### config.mk
export PLATFORM = sky130hd
export DESIGN_NAME = dmem_arbiter_flat
export DESIGN_NICKNAME = d
export VERILOG_FILES = /design/src/rtl/dmem_arbiter_if.sv /design/src/rtl/dmem_arbiter.sv /design/src/flat_wrapper.sv
export SDC_FILE = /design/constraint.sdc
export NUM_CORES = 1
export LEC_CHECK = 0
export BUFFER_PORTS_ARGS = -buffer_cell sky130_fd_sc_hd__buf_4
export CORE_AREA = 2 2 121 123
export CTS_CLUSTER_SIZE = 28
export DETAILED_ROUTE_END_ITERATION = 8
export DIE_AREA = 0 0 123 125
export PLACE_DENSITY_LB_ADDON = 0.1
export SLEW_MARGIN = 20
export SYNTH_ARGS = -nofsm -noshare
export SYNTH_HDL_FRONTEND = slang
export SYNTH_SLANG_ARGS = --single-unit
### constraint.sdc
create_clock -name clk_i -period 5.5 [get_ports clk_i]
set_input_delay 0.275 -clock clk_i [delete_from_list [all_inputs] [get_ports clk_i]]
set_output_delay 0.275 -clock clk_i [all_outputs]
set_load 0.03 [all_outputs]
### src/rtl/dmem_arbiter_if.sv
// Shared request/response types and the arbiter bus interface.
//
// mem_interface_pkg : mem_req_t (valid, we, addr, be, wdata) and mem_resp_t (ready, rvalid, rdata).
// dmem_arbiter_if   : bundles the NUM_PORTS requester-side channels and the single memory-side
//                     channel.
//   master : requester view (drives m_req, sees m_resp)
//   slave  : memory view (sees s_req, drives s_resp)
//   arb    : arbiter view (sees m_req/s_resp, drives m_resp/s_req)

package mem_interface_pkg;
   parameter int unsigned AddrWidth = 32;
   parameter int unsigned DataWidth = 32;
   parameter int unsigned BeWidth   = DataWidth / 8;

   typedef struct packed {
      logic                 valid;
      logic                 we;
      logic [AddrWidth-1:0] addr;
      logic [BeWidth-1:0]   be;
      logic [DataWidth-1:0] wdata;
   } mem_req_t;

   typedef struct packed {
      logic                 ready;
      logic                 rvalid;
      logic [DataWidth-1:0] rdata;
   } mem_resp_t;
endpackage

interface dmem_arbiter_if
   import mem_interface_pkg::*;
#(
   parameter int unsigned NUM_PORTS = 2
) ();
   mem_req_t  m_req  [NUM_PORTS];
   mem_resp_t m_resp [NUM_PORTS];
   mem_req_t  s_req;
   mem_resp_t s_resp;

   modport master (output m_req, input m_resp);
   modport slave  (input s_req, output s_resp);
   modport arb    (input m_req, output m_resp, output s_req, input s_resp);
endinterface

### src/rtl/dmem_arbiter.sv
// Round-robin arbiter sharing one single-ported data memory between NUM_PORTS requesters.
// At most one beat is granted per cycle; the current owner keeps the grant for up to MAX_BURST
// consecutive beats while another port waits. The issuing port of each read is remembered so
// the one-cycle-latency read return is steered to that port only.
//
// Ports:
//   clk_i  : clock, rising edge
//   rst_ni : asynchronous active-low reset
//   bus    : arb modport; m_req/m_resp per requester, s_req/s_resp towards the memory

module dmem_arbiter
   import mem_interface_pkg::*;
#(
   parameter int unsigned NUM_PORTS = 2,
   parameter int unsigned MAX_BURST = 4
) (
   input logic         clk_i,
   input logic         rst_ni,
   dmem_arbiter_if.arb bus
);

   localparam int unsigned IdxW = (NUM_PORTS > 1) ? $clog2(NUM_PORTS) : 1;
   localparam int unsigned CntW = $clog2(MAX_BURST + 1);

   typedef logic [IdxW-1:0] idx_t;

   idx_t            owner_q, owner_d;
   idx_t            rd_owner_q, rd_owner_d;
   logic [CntW-1:0] burst_cnt_q, burst_cnt_d;
   logic            rd_pending_q, rd_pending_d;

   logic [NUM_PORTS-1:0] valid, others_valid;
   idx_t                 grant, cand;
   int                   cand_int;
   logic                 grant_vld, accept;

   always_comb begin
      for (int i = 0; i < int'(NUM_PORTS); i++) begin
         valid[i] = bus.m_req[i].valid;
      end
   end

   // burst_cnt_q == 0 only right after reset: nobody holds the grant yet, so the wrap-around
   // search starting at owner+1 (port 0) decides, giving the lowest-numbered valid port.
   always_comb begin
      others_valid          = valid;
      others_valid[owner_q] = 1'b0;
      grant                 = owner_q;
      grant_vld             = 1'b0;
      cand                  = '0;
      cand_int              = 0;
      if ((burst_cnt_q != '0) && valid[owner_q] &&
          ((burst_cnt_q < CntW'(MAX_BURST)) || (others_valid == '0))) begin
         grant_vld = 1'b1;
      end else begin
         // k runs up to NUM_PORTS so the owner itself is the last candidate.
         for (int k = 1; k <= int'(NUM_PORTS); k++) begin
            cand_int = int'(owner_q) + k;
            if (cand_int >= int'(NUM_PORTS)) cand_int = cand_int - int'(NUM_PORTS);
            cand = idx_t'(cand_int);
            if (!grant_vld && valid[cand]) begin
               grant_vld = 1'b1;
               grant     = cand;
            end
         end
      end
      if (!rst_ni) grant_vld = 1'b0;
   end

   assign accept = grant_vld && bus.s_resp.ready;

   always_comb begin
      bus.s_req = '0;
      if (grant_vld) bus.s_req = bus.m_req[grant];
   end

   always_comb begin
      for (int i = 0; i < int'(NUM_PORTS); i++) begin
         bus.m_resp[i]        = '0;
         bus.m_resp[i].ready  = grant_vld && (grant == idx_t'(i)) && bus.s_resp.ready;
         bus.m_resp[i].rvalid = bus.s_resp.rvalid && rd_pending_q && (rd_owner_q == idx_t'(i));
         bus.m_resp[i].rdata  = bus.s_resp.rdata;
      end
   end

   always_comb begin
      owner_d      = owner_q;
      burst_cnt_d  = burst_cnt_q;
      rd_owner_d   = rd_owner_q;
      rd_pending_d = accept && !bus.s_req.we;
      if (accept) begin
         if (grant == owner_q) begin
            if (burst_cnt_q < CntW'(MAX_BURST)) burst_cnt_d = burst_cnt_q + 1'b1;
         end else begin
            owner_d     = grant;
            burst_cnt_d = CntW'(1);
         end
         if (!bus.s_req.we) rd_owner_d = grant;
      end
   end

   always_ff @(posedge clk_i or negedge rst_ni) begin
      if (!rst_ni) begin
         owner_q      <= idx_t'(NUM_PORTS - 1);
         burst_cnt_q  <= '0;
         rd_pending_q <= 1'b0;
         rd_owner_q   <= '0;
      end else begin
         owner_q      <= owner_d;
         burst_cnt_q  <= burst_cnt_d;
         rd_pending_q <= rd_pending_d;
         rd_owner_q   <= rd_owner_d;
      end
   end

endmodule

### src/flat_wrapper.sv
// flat-port wrapper written by rule: the top's interface ports become plain ports
module dmem_arbiter_flat import mem_interface_pkg::*;
#(
   parameter int unsigned NUM_PORTS = 2,
   parameter int unsigned MAX_BURST = 4
)
  (clk_i, rst_ni, bus_m_req, bus_m_resp, bus_s_req, bus_s_resp);
  dmem_arbiter_if #(.NUM_PORTS(NUM_PORTS)) bus_i ();
  input logic clk_i;
  input logic rst_ni;
  input wire logic [$bits(bus_i.m_req)-1:0] bus_m_req;
  output wire logic [$bits(bus_i.m_resp)-1:0] bus_m_resp;
  output wire logic [$bits(bus_i.s_req)-1:0] bus_s_req;
  input wire logic [$bits(bus_i.s_resp)-1:0] bus_s_resp;
  assign bus_i.m_req = {>>{bus_m_req}};
  assign bus_m_resp = {>>{bus_i.m_resp}};
  assign bus_s_req = bus_i.s_req;
  assign bus_i.s_resp = bus_s_resp;
  dmem_arbiter #(.NUM_PORTS(NUM_PORTS), .MAX_BURST(MAX_BURST)) u_core (.clk_i(clk_i), .rst_ni(rst_ni), .bus(bus_i));
endmodule
==> flow_summary.json <==
{
  "reg2reg_depth": 7,
  "seqPwrFrac_pct": 10.1,
  "clock_latency_ps": 230,
  "critPathKind": "reg -> out",
  "yosysWarnings": 0,
  "ctsLongestPathBuffers": 2,
  "p_leak_nw": 1.579,
  "internal_power_mw": 0.4375,
  "antenna_found_initial": 0,
  "finalClockSkew_ps": 1.666,
  "die_y_um": 125,
  "finalSetupViolCount": 0,
  "port_buffers": 217,
  "num_rows": 44,
  "synth_edf_count": 0,
  "syn_area_um2": 1598,
  "track_usage_pct": 8.222,
  "power_density_nw_per_um2": 277.7,
  "finalNetCount": 517,
  "max_freq_mhz": 343.5,
  "whs_endpoint": "u_core.rd_pending_q$_DFF_PN0_",
  "die_w_um": 123,
  "ys_ff_latch": 6,
  "maxCapViolCount": 0,
  "post-route-period-util_pct": 52.94,
  "p_clk_share_pct": 14.4,
  "peakVddDrop_mv": 0.1162,
  "cts_made_buffers": 3,
  "initial_utilization_pct": 11.25,
  "yosysUniqueCellTypes": 31,
  "holdPathStages": 2,
  "drc": 0,
  "drt_first_pass_iters": 4,
  "switching_share_pct": 47.75,
  "path_clk_slew_ps": 30,
  "yosys_most_used_dff": "dfrtp_1",
  "grt_overflow": 0,
  "cp.required_ps": 5220,
  "power.total_mw": 0.8373,
  "drtIter0Drc": 55,
  "avgSynthCellArea_um2": 8.236,
  "r2r-end": "u_core.rd_owner_q$_DFFE_PN0P_",
  "worst_pin_slew_ps": 712.4,
  "drive_gt1_share_pct": 67.46,
  "wirelength_mm": 7.162,
  "combPwrFrac_pct": 75.5,
  "ys_seq_area_share_pct": 9.475,
  "r2r-start": "u_core.burst_cnt_q[0]$_DFFE_PN0P_",
  "cts-root-buf": "clkbuf_16",
  "path_max_fanout": 30,
  "cts_tree": "done",
  "slew_headroom_pct": 52.51,
  "drv_slew": 0,
  "ant_nets": 0,
  "startpoint_type": "register",
  "dieArea_um2": 15380,
  "reg2reg_slack_ps": 2890,
  "num_antenna_cells": 0,
  "viasPerCell": 3.881,
  "vias": 2026,
  "drt-wirelength-per-cell_um": 13.72,
  "hold_viol": 0,
  "syn_to_final_growth_pct": 88.72,
  "cts_sinks": 6,
  "grt_max_degree": 38,
  "core_region_area_um2": 14200,
  "min-delay-start": "bus_m_req[68]",
  "routabilityCongestion": 0.7833,
  "power.switching_mw": 0.3998,
  "ios": 314,
  "synthCells": 194,
  "final.setup.tns_ps": 0,
  "crit_arrival_ps": 2640,
  "hold_class": "in -> reg",
  "async_flop_share_pct": 100.0,
  "grt_pass1_wl_mm": 10.06,
  "grt_pass1_vias": 1993,
  "final.min_clock_period_ps": 2912,
  "synthesis.nets": 372,
  "status": "completed",
  "cp-end-kind": "output port",
  "rsz0062_at_grt": "no",
  "cts_htree_levels": 1
}
==> per-stage QoR <==
stage	cells	utilization (%)	worst slack, ps	instance area [um2]	hold WS (ps)
after floorplan	194	-	3230	1598	-20.59
after global placement	517	20.60	2797	2927	117.0
after detailed placement	517	20.60	2775	2927	116.6
after CTS	522	21.23	2533	3015	259.6
after global routing	522	21.23	2378	3015	271.3
final	522	21.23	2588	3015	259.4
==> critical path, cell delays in order, from the launching register on <==
cell	delay, ps
dfrtp_1	340
inv_1	70
ha_1	220
or3_1	370
a31oi_4	580
buf_4	440
a22o_1	190
buf_4	170
==> worst max path at each step <==
stage	from	to	slack (ps)	cells past startpoint
after global routing	u_core.burst_cnt_q[0]$_DFFE_PN0P_	bus_s_req[63]	2380	7
after detailed placement	u_core.burst_cnt_q[0]$_DFFE_PN0P_	bus_s_req[63]	2770	7
after floorplan	u_core.burst_cnt_q[0]$_DFFE_PN0P_	bus_s_req[59]	3230	8
final	u_core.burst_cnt_q[0]$_DFFE_PN0P_	bus_s_req[63]	2590	7
after global placement	u_core.burst_cnt_q[0]$_DFFE_PN0P_	bus_s_req[63]	2800	7
after CTS	u_core.burst_cnt_q[0]$_DFFE_PN0P_	bus_s_req[63]	2530	7
==> flip-flops by register name, summed over array words and instances (netlist names) <==
| signal | count |
|---|---|
| u_core.rd_owner_q | 1 |
| u_core.owner_q | 1 |
| u_core.rd_pending_q | 1 |
| u_core.burst_cnt_q | 3 |
==> cells in the final DEF, fill, tap and decap left out, types with 2 or more instances in the layout <==
master     count
ha_1           2
inv_1          2
mux2i_1        2
nand2_1        5
o21ai_0        2
nand2b_1       2
dfrtp_1        5
buf_4        220
a21oi_1        2
a22o_1        69
clkbuf_16      3
nor2_1         5
==> area by class of cell <==
cell class,instances,area (um2)
fillers,1605,11190
repair buffers,221,1662
multi-input cells,105,885.9
well taps,184,230.2
flip-flops and latches,6,151.4
clock buffers,4,78.83
inverters,2,7.507
==> routing by layer <==
metal	vias to the layer above	wire length (um)	track usage, %
li1	964	-	-
met1	915	2407	8.421
met2	135	3758	16.12
met3	12	848	1.825
met4	0	148	2.540
met5	-	0	0
==> power by group through the flow <==
| stage | sequential, mW | combinational (mW) | clock, mW |
|---|---|---|---|
| global placement | 0.0857 | 0.642 | 0 |
| floorplan | 0.0796 | 0.471 | 0 |
| detailed placement | 0.0855 | 0.638 | 0 |
| finish | 0.0846 | 0.632 | 0.121 |
| CTS | 0.0850 | 0.640 | 0.122 |
| global route | 0.0899 | 0.677 | 0.126 |
==> cells by family after synthesis <==
family	after synthesis	synth area share (%)
AO/OA/AOI/OAI	82	45.34
adder cells (fa/ha/maj)	2	1.566
buffers and inverters	83	35.71
flip-flops	6	9.476
multiplexers	4	2.662
AND/OR/NAND/NOR	17	5.247
==> synthesized netlist by cell type (all sizes together) (2+ instances only) <==
library cell	count	area, um2
buf	70	521.8
a22o	69	604.3
clkbuf	11	41.29
dfrtp	5	125.1
nand2	5	18.77
nor2	5	18.77
a21oi	2	10.01
ha	2	25.02
inv	2	7.510
mux2	2	22.52
mux2i	2	20.02
nand2b	2	12.51
o21ai	2	10.01
==> timing repair <==
item	in CTS	in global routing
hold buffers	1	0
endpoints found under the hold margin	5	0
resized for setup	0	0
buffers inserted	0	0
Note: power is estimated with default switching activity, not from simulation.
